`config.mk`:
```
export PLATFORM = sky130hd
export DESIGN_NAME = sd_cmd_sequencer_flat
export DESIGN_NICKNAME = d
export VERILOG_FILES = /design/src/rtl/sd_cmd_sequencer_if.sv /design/src/rtl/sd_cmd_sequencer.sv /design/src/flat_wrapper.sv
export SDC_FILE = /design/constraint.sdc
export NUM_CORES = 1
export LEC_CHECK = 0
export CORE_ASPECT_RATIO = 0.7
export CORE_MARGIN = 2
export CORE_UTILIZATION = 47
export CTS_BUF_LIST = sky130_fd_sc_hd__clkbuf_4 sky130_fd_sc_hd__clkbuf_8
export CTS_CLUSTER_SIZE = 28
export DETAILED_ROUTE_END_ITERATION = 8
export PLACE_DENSITY = 0.79
export SLEW_MARGIN = 40
export SYNTH_ARGS = -nofsm -noshare
export SYNTH_HDL_FRONTEND = slang
export SYNTH_SLANG_ARGS = --single-unit
```
`constraint.sdc`:
```
create_clock -name MasterCLK -period 2.2 [get_ports MasterCLK]
set_input_delay 0.55 -clock MasterCLK [delete_from_list [all_inputs] [get_ports MasterCLK]]
set_output_delay 0.55 -clock MasterCLK [all_outputs]
set_load 0.02 [all_outputs]
```
`src/rtl/sd_cmd_sequencer_if.sv`:
```
// sd_cmd_sequencer_if: host command bus and SPI byte-engine link.
// slave = sequencer view, master = register file / engine view.
`timescale 1ns/1ps
interface sd_cmd_sequencer_if;
  logic        Start;
  logic        InitReq;
  logic [5:0]  CmdIndex;
  logic [31:0] CmdArg;
  logic [6:0]  CmdCrc;
  logic [2:0]  RespBytes;
  logic        Busy;
  logic        Done;
  logic        Timeout;
  logic [7:0]  RespR1;
  logic [31:0] RespData;
  logic        ByteStrobe;
  logic [7:0]  RxByte;
  logic [7:0]  TxByte;
  logic        SpiEnable;
  logic        SpiEnableCS;

  modport slave (
    input  Start, InitReq, CmdIndex, CmdArg, CmdCrc, RespBytes,
    input  ByteStrobe, RxByte,
    output Busy, Done, Timeout, RespR1, RespData,
    output TxByte, SpiEnable, SpiEnableCS
  );

  modport master (
    output Start, InitReq, CmdIndex, CmdArg, CmdCrc, RespBytes,
    output ByteStrobe, RxByte,
    input  Busy, Done, Timeout, RespR1, RespData,
    input  TxByte, SpiEnable, SpiEnableCS
  );
endinterface

```
`src/rtl/sd_cmd_sequencer.sv`:
```
// sd_cmd_sequencer: drives the SPI byte engine through SD SPI-mode
// init bursts and command/R1/trailing-byte transactions.
// Ports: MasterCLK, MasterRST_n (async, active-low), bus (slave):
//   host  Start/InitReq/CmdIndex/CmdArg/CmdCrc/RespBytes in,
//         Busy/Done/Timeout/RespR1/RespData out
//   engine ByteStrobe/RxByte in, TxByte/SpiEnable/SpiEnableCS out
`timescale 1ns/1ps
module sd_cmd_sequencer #(
  parameter int INIT_BYTES  = 10,
  parameter int NCR_MAX     = 8,
  parameter int SYNC_STAGES = 2
) (
  input logic               MasterCLK,
  input logic               MasterRST_n,
  sd_cmd_sequencer_if.slave bus
);

  typedef enum logic [3:0] {
    IDLE, INIT, PRE, CMD, POLL,
    DATA, POST, POST_INIT, DONE
  } state_e;

  typedef enum logic [1:0] {
    TAG_NONE, TAG_POLL, TAG_DATA
  } tag_e;

  state_e state_q;
  tag_e   tag0_q;
  tag_e   tag1_q;

  logic [SYNC_STAGES-1:0] sync_q;
  logic                   strobe_q;
  logic                   tick;

  logic [5:0]  idx_q;
  logic [31:0] arg_q;
  logic [6:0]  crc_q;
  logic [2:0]  nresp_q;
  logic [3:0]  cnt_q;
  logic [7:0]  cmd_byte;

  logic        busy_q;
  logic        done_q;
  logic        to_q;
  logic [7:0]  r1_q;
  logic [31:0] data_q;
  logic [7:0]  tx_q;
  logic        en_q;
  logic        cs_q;

  assign bus.Busy        = busy_q;
  assign bus.Done        = done_q;
  assign bus.Timeout     = to_q;
  assign bus.RespR1      = r1_q;
  assign bus.RespData    = data_q;
  assign bus.TxByte      = tx_q;
  assign bus.SpiEnable   = en_q;
  assign bus.SpiEnableCS = cs_q;

  function automatic logic [3:0] sat_inc(
    input logic [3:0] v
  );
    return (v == 4'hF) ? v : v + 4'd1;
  endfunction

  always_ff @(posedge MasterCLK or negedge MasterRST_n) begin
    if (!MasterRST_n) begin
      sync_q   <= '0;
      strobe_q <= 1'b0;
    end else begin
      sync_q[0] <= bus.ByteStrobe;
      for (int i = 1; i < SYNC_STAGES; i++)
        sync_q[i] <= sync_q[i-1];
      strobe_q <= sync_q[SYNC_STAGES-1];
    end
  end

  assign tick = sync_q[SYNC_STAGES-1] & ~strobe_q;

  always_comb begin
    cmd_byte = {crc_q, 1'b1};
    case (cnt_q)
      4'd0:    cmd_byte = {2'b01, idx_q};
      4'd1:    cmd_byte = arg_q[31:24];
      4'd2:    cmd_byte = arg_q[23:16];
      4'd3:    cmd_byte = arg_q[15:8];
      4'd4:    cmd_byte = arg_q[7:0];
      default: cmd_byte = {crc_q, 1'b1};
    endcase
  end

  // tag0 labels the slot driven at this tick, tag1 the slot
  // whose received byte is on RxByte at this tick.
  always_ff @(posedge MasterCLK or negedge MasterRST_n) begin
    if (!MasterRST_n) begin
      state_q <= IDLE;
      tag0_q  <= TAG_NONE;
      tag1_q  <= TAG_NONE;
      idx_q   <= '0;
      arg_q   <= '0;
      crc_q   <= '0;
      nresp_q <= '0;
      cnt_q   <= '0;
      busy_q  <= 1'b0;
      done_q  <= 1'b0;
      to_q    <= 1'b0;
      r1_q    <= 8'hFF;
      data_q  <= '0;
      tx_q    <= 8'hFF;
      en_q    <= 1'b0;
      cs_q    <= 1'b0;
    end else begin
      done_q <= 1'b0;
      if (tick) begin
        tag1_q <= tag0_q;
        tag0_q <= TAG_NONE;
      end
      unique case (state_q)
        IDLE: begin
          if (bus.Start || bus.InitReq) begin
            busy_q <= 1'b1;
            to_q   <= 1'b0;
            r1_q   <= 8'hFF;
            data_q <= '0;
            cnt_q  <= '0;
          end
          if (bus.Start) begin
            idx_q   <= bus.CmdIndex;
            arg_q   <= bus.CmdArg;
            crc_q   <= bus.CmdCrc;
            nresp_q <= (bus.RespBytes > 3'd4)
                       ? 3'd4 : bus.RespBytes;
            state_q <= PRE;
          end else if (bus.InitReq) begin
            state_q <= INIT;
          end
        end
        INIT: if (tick) begin
          tx_q <= 8'hFF;
          cs_q <= 1'b0;
          en_q <= 1'b1;
          if (cnt_q == 4'(INIT_BYTES - 1))
            state_q <= POST_INIT;
          else
            cnt_q <= sat_inc(cnt_q);
        end
        POST_INIT: if (tick) begin
          en_q    <= 1'b0;
          state_q <= DONE;
        end
        PRE: if (tick) begin
          tx_q    <= 8'hFF;
          cs_q    <= 1'b1;
          en_q    <= 1'b1;
          cnt_q   <= '0;
          state_q <= CMD;
        end
        CMD: if (tick) begin
          tx_q <= cmd_byte;
          if (cnt_q == 4'd5) begin
            cnt_q   <= '0;
            state_q <= POLL;
          end else begin
            cnt_q <= sat_inc(cnt_q);
          end
        end
        POLL: if (tick) begin
          tx_q <= 8'hFF;
          if (tag1_q == TAG_POLL && !bus.RxByte[7]) begin
            r1_q  <= bus.RxByte;
            cnt_q <= '0;
            if (nresp_q != 3'd0) begin
              // the already-issued follow-on slot carries data
              tag1_q  <= TAG_DATA;
              tag0_q  <= TAG_DATA;
              state_q <= DATA;
            end else begin
              cs_q    <= 1'b0;
              state_q <= POST;
            end
          end else if (tag1_q == TAG_POLL &&
                       cnt_q == 4'(NCR_MAX - 1)) begin
            to_q    <= 1'b1;
            r1_q    <= 8'hFF;
            cs_q    <= 1'b0;
            state_q <= POST;
          end else begin
            tag0_q <= TAG_POLL;
            if (tag1_q == TAG_POLL)
              cnt_q <= sat_inc(cnt_q);
          end
        end
        DATA: if (tick) begin
          tx_q <= 8'hFF;
          if (tag1_q == TAG_DATA) begin
            data_q <= {data_q[23:0], bus.RxByte};
            if (cnt_q == {1'b0, nresp_q} - 4'd1) begin
              cs_q    <= 1'b0;
              state_q <= POST;
            end else begin
              cnt_q  <= sat_inc(cnt_q);
              tag0_q <= TAG_DATA;
            end
          end else begin
            tag0_q <= TAG_DATA;
          end
        end
        POST: if (tick) begin
          en_q    <= 1'b0;
          state_q <= DONE;
        end
        DONE: begin
          done_q  <= 1'b1;
          busy_q  <= 1'b0;
          state_q <= IDLE;
        end
        default: state_q <= IDLE;
      endcase
    end
  end

endmodule

```
`src/flat_wrapper.sv`:
```
// flat-port wrapper written by rule: the top's interface ports become plain ports
module sd_cmd_sequencer_flat 
#(
  parameter int INIT_BYTES  = 10,
  parameter int NCR_MAX     = 8,
  parameter int SYNC_STAGES = 2
)
  (MasterCLK, MasterRST_n, bus_Start, bus_InitReq, bus_CmdIndex, bus_CmdArg, bus_CmdCrc, bus_RespBytes, bus_ByteStrobe, bus_RxByte, bus_Busy, bus_Done, bus_Timeout, bus_RespR1, bus_RespData, bus_TxByte, bus_SpiEnable, bus_SpiEnableCS);
  sd_cmd_sequencer_if bus_i ();
  input logic MasterCLK;
  input logic MasterRST_n;
  input wire logic [$bits(bus_i.Start)-1:0] bus_Start;
  input wire logic [$bits(bus_i.InitReq)-1:0] bus_InitReq;
  input wire logic [$bits(bus_i.CmdIndex)-1:0] bus_CmdIndex;
  input wire logic [$bits(bus_i.CmdArg)-1:0] bus_CmdArg;
  input wire logic [$bits(bus_i.CmdCrc)-1:0] bus_CmdCrc;
  input wire logic [$bits(bus_i.RespBytes)-1:0] bus_RespBytes;
  input wire logic [$bits(bus_i.ByteStrobe)-1:0] bus_ByteStrobe;
  input wire logic [$bits(bus_i.RxByte)-1:0] bus_RxByte;
  output wire logic [$bits(bus_i.Busy)-1:0] bus_Busy;
  output wire logic [$bits(bus_i.Done)-1:0] bus_Done;
  output wire logic [$bits(bus_i.Timeout)-1:0] bus_Timeout;
  output wire logic [$bits(bus_i.RespR1)-1:0] bus_RespR1;
  output wire logic [$bits(bus_i.RespData)-1:0] bus_RespData;
  output wire logic [$bits(bus_i.TxByte)-1:0] bus_TxByte;
  output wire logic [$bits(bus_i.SpiEnable)-1:0] bus_SpiEnable;
  output wire logic [$bits(bus_i.SpiEnableCS)-1:0] bus_SpiEnableCS;
  assign bus_i.Start = bus_Start;
  assign bus_i.InitReq = bus_InitReq;
  assign bus_i.CmdIndex = bus_CmdIndex;
  assign bus_i.CmdArg = bus_CmdArg;
  assign bus_i.CmdCrc = bus_CmdCrc;
  assign bus_i.RespBytes = bus_RespBytes;
  assign bus_i.ByteStrobe = bus_ByteStrobe;
  assign bus_i.RxByte = bus_RxByte;
  assign bus_Busy = bus_i.Busy;
  assign bus_Done = bus_i.Done;
  assign bus_Timeout = bus_i.Timeout;
  assign bus_RespR1 = bus_i.RespR1;
  assign bus_RespData = bus_i.RespData;
  assign bus_TxByte = bus_i.TxByte;
  assign bus_SpiEnable = bus_i.SpiEnable;
  assign bus_SpiEnableCS = bus_i.SpiEnableCS;
  sd_cmd_sequencer #(.INIT_BYTES(INIT_BYTES), .NCR_MAX(NCR_MAX), .SYNC_STAGES(SYNC_STAGES)) u_core (.MasterCLK(MasterCLK), .MasterRST_n(MasterRST_n), .bus(bus_i));
endmodule
```
# == Word-level counts from Yosys, hierarchy flattened ==
# Cells that the tools add are included.
# word_totals
ff_bits,116
wordCells,169
in_bits,61
# classes
n_addsub,2
magnitude_cmp,1
n_eq_ne,41
mux,78
reduce_logical,27
bitwise,2
# op_table
op,n
4-bit two-way mux,28
32-bit two-way mux,3
32-bit one-hot mux with 2 select lines,1
8-bit two-way mux,6
8-bit one-hot mux with 5 select lines,1
8-bit one-hot mux with 2 select lines,2
4-bit by 3-bit equality test with 1-bit output (second input constant),7
2-bit two-way mux,14
2-bit by 1-bit inequality test with 1-bit output (second input constant),14
4-bit one-hot mux with 7 select lines,1
4-bit one-hot mux with 6 select lines,1
12-bit AND reduction,2
4-bit by 2-bit equality test with 1-bit output (second input constant),4
1-bit two-way mux,15
4-bit equality test (second input constant),3
2-bit nonzero test,5
9-bit AND reduction,1
4-bit by 1-bit equality test with 1-bit output (second input constant),2
4-bit zero test,2
4-bit AND reduction,2
2-bit inequality test (second input constant),3
3-bit by 1-bit inequality test with 1-bit output (second input constant),2
3-bit inequality test (second input constant),2
1-bit one-hot mux with 2 select lines,3
23 further kinds,27

# == Logic depth before layout (Yosys ltp) ==
# Gate-level depths: netlist of run 1.
# logic_depth
ltp_word,7
mapped_depth,9

# == Worst setup path before layout of run 1 ==
# OpenSTA, ideal clock, no wires.
# synth_timing
kind,register to register
startpoint,register u_core.nresp_q[0]
endpoint,register u_core.state_q[2]
slack_ns,0.041
t_arrival_ns,2.035
t_required_ns,2.075
path_stages_with_launch,9
setup_time_ns,0.125
path_buffers,0
path_cell_list,dfrtp_1 inv_1 ha_1 xor2_1 or4_4 a211oi_2 nor2_2 nor3_1 mux2_2
# synth_via
elab_chain_len,4
# synth_rtl
element,line,text
from (decl),sd_cmd_sequencer.sv:38,logic [2:0] nresp_q;
from (signal assigned),sd_cmd_sequencer.sv:131,nresp_q <= (bus.RespBytes > 3'd4)
3-bit by 1-bit subtractor with 4-bit output,sd_cmd_sequencer.sv:197,"if (cnt_q == {1'b0, nresp_q} - 4'd1) begin"
4-bit equality test,sd_cmd_sequencer.sv:197,
2-bit by 1-bit inequality test with 1-bit output (no line),n/a,
12-bit AND reduction (no line),n/a,
to (signal assigned),sd_cmd_sequencer.sv:199,state_q <= POST;
to (signal assigned),sd_cmd_sequencer.sv:210,state_q <= DONE;
to (signal assigned),sd_cmd_sequencer.sv:215,state_q <= IDLE;
to (decl),sd_cmd_sequencer.sv:27,state_e state_q;
# Every way passes these cells.
# A chain may end at the register's enable or synchronous reset.

# == Final worst setup path of run 1 ==
# layout_timing
startpoint,register u_core.nresp_q[1]
endpoint,register u_core.state_q[1]
# layout_via
elab_chain_len,5
elab_cells_between_ends,9
classes_between,add/sub: 1; eq/ne: 2; mux: 4; reduce/logical: 2
# layout_rtl
element,line,text
"parallel branches: the longest is 5 deep, another holds 3-bit by 1-bit subtractor with 4-bit output",n/a,
to (signal assigned),sd_cmd_sequencer.sv:176,state_q <= DATA;
to (signal assigned),sd_cmd_sequencer.sv:179,state_q <= POST;
to (signal assigned),sd_cmd_sequencer.sv:186,state_q <= POST;
# Parallel ways; which one is timed is not known. The select of a mux whose other input is x is not followed.

==> results of run 1 <==
-- placed cells by master (no fill, tap or decap), drive strengths merged, types with 5 or more instances in the layout --
| master | synthesis | final |
|---|---|---|
| o21ai | 18 | 18 |
| nor3 | 13 | 13 |
| dfrtp | 100 | 100 |
| clkbuf | 17 | 22 |
| nand2 | 11 | 11 |
| ha | 6 | 6 |
| inv | 9 | 10 |
| xor2 | 5 | 5 |
| a21oi | 14 | 14 |
| o22a | 7 | 7 |
| nor2 | 27 | 27 |
| mux2 | 49 | 49 |
| dfstp | 16 | 16 |
| clkinv | 0 | 7 |
| o21a | 7 | 7 |
| a222oi | 6 | 6 |
| buf | 12 | 47 |
| a22o | 33 | 33 |
| nand3 | 9 | 9 |
| nand2b | 6 | 6 |
| clkdlybuf4s50 | 0 | 112 |
-- cells by family (layout without fill, tap and decap cells) --
group,after synthesis,count (layout),share of synthesized area (%)
compound gates,122,122,18.3
flops,116,116,56.1
simple gates,88,88,9.08
mux,53,53,11.4
buf+inv,38,200,2.91
fa+ha+maj,6,6,1.44
xor+xnor,5,5,0.841
-- how the worst min path moves through the flow --
stage | endpoint | slack, ns
4_1_cts | u_core.bus.Done | 0.05
2_1_floorplan | u_core.arg_q[0] | 0.25
3_5_place_dp | u_core.sync_q[1] | 0.35
5_1_grt | u_core.nresp_q[2] | 0.06
3_3_place_gp | u_core.sync_q[1] | 0.34
6_report | u_core.nresp_q[2] | 0.07
-- cell usage after synthesis (3+ instances only) --
cell / number
a2111oi_0: 3
a21oi_1: 14
a222oi_1: 6
a22o_1: 33
a22oi_1: 4
a31oi_1: 4
buf_1: 7
buf_2: 4
clkbuf_1: 17
dfrtp_1: 100
dfstp_2: 16
ha_1: 6
inv_1: 9
mux2_2: 49
mux2i_1: 4
nand2_1: 11
nand2b_1: 6
nand3_1: 9
nand3b_1: 3
nor2_1: 26
nor3_1: 13
nor3b_1: 3
o21a_1: 7
o21ai_0: 17
o22a_1: 7
or3_1: 4
xor2_1: 5
-- layout make-up --
type | count | area (sq um) | area share (%)
Sequential cell | 116 | 2930 | 40.2
Multi-Input combinational cell | 274 | 2210 | 30.4
Timing Repair Buffer | 159 | 1530 | 21.0
Clock buffer | 22 | 278 | 3.82
Tap cell | 153 | 191 | 2.63
Clock inverter | 10 | 108 | 1.48
Inverter | 9 | 33.8 | 0.465
-- layer usage --
metal,vias up,part of all wire (%)
li1,1896,-
met1,2100,45
met2,156,46
met3,17,7.4
met4,0,0.99
met5,-,0
-- sequential cells by signal (all words and copies together), names as in the netlist --
signal / flops
u_core.bus.RespData: 32
u_core.bus.Done: 1
u_core.arg_q: 32
u_core.bus.Timeout: 1
u_core.bus.SpiEnable: 1
u_core.tag1_q: 2
u_core.bus.RespR1: 8
u_core.crc_q: 7
u_core.tag0_q: 2
u_core.sync_q: 2
u_core.strobe_q: 1
u_core.state_q: 4
u_core.cnt_q: 4
u_core.idx_q: 6
u_core.bus.Busy: 1
u_core.nresp_q: 3
u_core.bus.SpiEnableCS: 1
u_core.bus.TxByte: 8
-- power breakdown --
| part | internal, mW | leakage, nW | total, mW | switching, mW |
|---|---|---|---|---|
| Clock | 1.08 | 0.208 | 1.92 | 0.838 |
| Sequential | 2.81 | 1.43 | 3.23 | 0.420 |
| Combinational | 1.81 | 1.44 | 3.63 | 1.82 |
| Total | 5.70 | 3.08 | 8.78 | 3.08 |
-- what timing repair did --
| item | in CTS | in global routing |
|---|---|---|
| pin swaps | 5 | 4 |
| cloned | 0 | 0 |
| buffers inserted | 2 | 1 |
| endpoints found under the setup margin | 2 | 10 |
| gates resized for setup | 3 | 16 |
-- stage by stage --
step                      power (mW)  instance area [sq um]
final                           8.78                   7270
after global routing            9.31                   7270
after CTS                       8.67                   7200
after detailed placement        6.69                   6790
after global placement          6.56                   6790
after floorplan                 5.28                   5210
==> flow_summary.ini, run 1 <==
[global_route]
overflow = 0
grt_pass1_vias = 4313
grt_antenna_before_repair = 0
use_met1_pct = 35.4
grt_busiest_layer = met2
grt_usage_pct = 25.0
grtUsageMet3_pct = 7.99
grt_max_degree = 63
grt_pass1_wl_um = 22800
use_met2_pct = 37.0

[setup_path]
worstSetupEndpointType = flip-flop
cp_cell_sequence = buf_6 > o21a_1 > or4_4 > a211oi_4 > nor2_4 > or3_1 > o31ai_2
path_max_fanout = 5
cp.required_ns = 2.53
timing.rr.end = u_core.state_q[1]
r2r_cells = 7
cp.depth = 7
worstReg2RegStart = u_core.nresp_q[1]
regToRegSetupSlack_ns = -0.03
arrival_ns = 2.56
critical_path.n_buffers_inverters = 1
cp_top_family = simple AND/OR/NAND/NOR gates
endpoint = u_core.state_q[1]
cp_slowest_cell = or4_4
crit_path_start = u_core.nresp_q[1]
crit_type = reg2reg
critical_path.startpoint_type = flip-flop
critPathMaxStageDelay_ns = 0.55

[floorplan]
io_pins = 114
core_sq_um = 10900
start_util_pct = 47.8
die_x_um = 130
fp-row-count = 32
die-area_sq_um = 12000
die_h_um = 92.1

[detailed_routing]
drc = 0
routedWlPerCell_um = 18.8
vias = 4169
drt-pass1-iter-count = 7
via_per_inst = 5.61
antenna_left = 0
drt_iter0_drc = 363
drt-total-wl_um = 13900

[logic_synthesis]
ys_async_sr_fraction_pct = 100
ys_ff_latch = 116
synth-seq-area-share_pct = 56.1
synth_top_area_share_pct = 48.0
syn-num-nets = 495
netlist_area_sq_um = 5210
syn_inst = 428
synth_cell_types = 59
synth_edf_count = 0
synthFlopType = dfrtp_1
synth_area_leaders = dfrtp_1 48%, mux2_2 11%, dfstp_2 8.1%, a22o_1 5.5%, nor2_1 1.9%
yosysWarningCount = 0
yosysTopAreaCell = dfrtp_1
syn_avg_cell_area_sq_um = 12.2

[placement]
port_buffers = 113
place_ws_ns = -0.115
post-dp-hpwl_um = 9970
placed_cells = 708
place_congestion = 0.893

[layout]
utilization_pct = 66.8
syn_to_final_growth_pct = 39.6
diodes = 0
final_layout_size_suffix_gt1_share_pct = 27.8
finalNetCount = 644
fillers = 841
final_cell_count_no_fill = 743

[power]
powerDensity_nw_per_um2 = 1210
ir_drop_v = 0.000480
p_leak_nw = 3.08

[timing]
period_needed_ns = 2.23
finClkSkew_ns = 0.00996
finalSetupTns_ns = -0.0527
max-slew-margin-rel_pct = 68.7
worst_pin_slew_ns = 0.468
hold_slack_ns = 0.0663
post-route-period-util_pct = 102
fmax_mhz = 448
finalSetupViolations = 2
hold_viol_final = 0
worst_slack_ns = -0.0330
slew_viol_final = 0
rsz0062_at_grt = yes

[clock_network]
insertion_delay_ns = 0.43
cts.sinks = 116
cts_hold_buf = 0
cts_buffer_depth = 2
cts_max_level = 4
path_clk_slew_ns = 0.06
cts_buffers = 17
cts_tree = built
root_buffer = clkbuf_8

[run]
cap_violations = 0

[status]
violations = negative setup slack
status = finished, violations left

[worst_hold_path]
hold_class = in2async
Power figures use the tool's default switching activity.
==> run 2: changes to the inputs <==
--- a/config.mk
+++ b/config.mk
@@ -6,7 +6,6 @@
 export NUM_CORES = 1
 export LEC_CHECK = 0
 export CORE_ASPECT_RATIO = 0.7
-export CORE_MARGIN = 2
 export CORE_UTILIZATION = 47
 export CTS_BUF_LIST = sky130_fd_sc_hd__clkbuf_4 sky130_fd_sc_hd__clkbuf_8
 export CTS_CLUSTER_SIZE = 28
==> flow_summary.ini, run 2 (synthesis gave the netlist of run 1 again) <==
[detailed_routing]
vias = 4166
antenna_left = 0
drc = 0
drt-total-wl_um = 13600
via_per_inst = 5.64
drt-pass1-iter-count = 4
drt_iter0_drc = 300
routedWlPerCell_um = 18.4

[clock_network]
cts.sinks = 116
cts_buffers = 17
cts_max_level = 4
insertion_delay_ns = 0.42
path_clk_slew_ns = 0.07
cts_buffer_depth = 2
root_buffer = clkbuf_8
cts_tree = built

[setup_path]
critical_path.startpoint_type = flip-flop
cp.required_ns = 2.53
path_max_fanout = 4
r2r_cells = 8
crit_type = reg2reg
worstSetupEndpointType = flip-flop
arrival_ns = 2.49
worstReg2RegStart = u_core.nresp_q[0]
crit_path_start = u_core.nresp_q[0]

[power]
powerDensity_nw_per_um2 = 1240
p_leak_nw = 3.10
power_mw = 9.05
ir_drop_v = 0.000671

[placement]
port_buffers = 113
place_area_sq_um = 6820
place_congestion = 0.987
post-dp-hpwl_um = 9550
placed_cells = 705

[layout]
layout_commonest_cell = clkdlybuf4s50_1
final_cell_mix = 112 x clkdlybuf4s50_1, 99 x dfrtp_1, 48 x mux2_2
diodes = 0
syn_to_final_growth_pct = 40.5
final_layout_size_suffix_gt1_share_pct = 27.6
final_cell_count_no_fill = 738
fin_area_sq_um = 7320
fillers = 777
finalNetCount = 644

[floorplan]
io_pins = 114
die_x_um = 128
core_sq_um = 10600
die-area_sq_um = 11500
die_h_um = 90.1
start_util_pct = 49.4
fp-row-count = 31

[global_route]
grt_pass1_vias = 4238
grt_usage_pct = 25.4
grt_antenna_before_repair = 0
overflow = 0
grt_max_degree = 68
grt_pass1_wl_um = 22500

[timing]
max-slew-margin-rel_pct = 71.7
hold_slack_ns = 0.107
slew_viol_final = 0
hold_viol_final = 0
post-route-period-util_pct = 98.4
period_needed_ns = 2.17
fmax_mhz = 462
finClkSkew_ns = 0.00911
finalSetupViolations = 0
worst_pin_slew_ns = 0.414

[run]
cap_violations = 0

[status]
status = finished clean

[worst_hold_path]
hold_class = in2async
## run 2: critical path, cell delays in order (launching register included)
cell      delay, ns
dfrtp_1        0.41
inv_2          0.08
ha_4           0.16
xor2_2         0.14
or4_4          0.44
a211oi_2       0.22
nor2_2         0.10
or3_4          0.34
o31ai_2        0.17
## run 2: final cells by class
cell class	count	area [sq um]	area share, %
clock buffer	20	263	3.59
clock inverter	12	176	2.41
inverter	9	33.8	0.462
multi-input combinational	274	2200	30.0
sequential	116	2920	40.0
tap	148	185	2.53
timing repair buffer	159	1540	21.0
## run 2: per-stage QoR
step / util, % / worst slack (ns) / setup TNS, ns
2_1_floorplan: - / 0.0406 / 0
3_3_place_gp: 64.6 / -0.0592 / -0.126
3_5_place_dp: 64.6 / -0.168 / -0.554
4_1_cts: 69.0 / -0.00725 / -0.00725
5_1_grt: 69.4 / -0.0277 / -0.0767
6_report: 69.4 / 0.0345 / 0
## run 2: path summary, 6_finish.rpt
| kind | endpoint | slack (ns) |
|---|---|---|
| min reg2reg | u_core.sync_q[1] | 0.37 |
| max | u_core.state_q[1] | 0.03 |
| max in group asynchronous | u_core.bus.RespR1[0] | 1.71 |
| min | u_core.arg_q[26] | 0.11 |
| max reg2reg | u_core.state_q[1] | 0.03 |
| min in group MasterCLK | u_core.sync_q[1] | 0.37 |
## run 2: report_power, final
group / total [mW] / leakage (nW) / internal (mW) / switching (mW)
clock: 2.19 / 0.220 / 1.29 / 0.897
combinational: 3.60 / 1.45 / 1.83 / 1.76
sequential: 3.27 / 1.43 / 2.81 / 0.459
## run 2: repair_timing
action	4_1_cts	5_1_grt
setup endpoints to repair	3	6
setup buffers	1	0
pin swaps	0	2
hold buffers	0	0
gates resized for setup	5	8
## run 2: per-layer routing
layer  vias to the layer above  share of wire (%)  GRT usage (%)
li1                       1898                  -              -
met1                      2104                 47           37.6
met2                       150                 46           37.3
met3                        14                6.1           6.01
met4                         0               0.92           7.06
met5                         -                  0              0
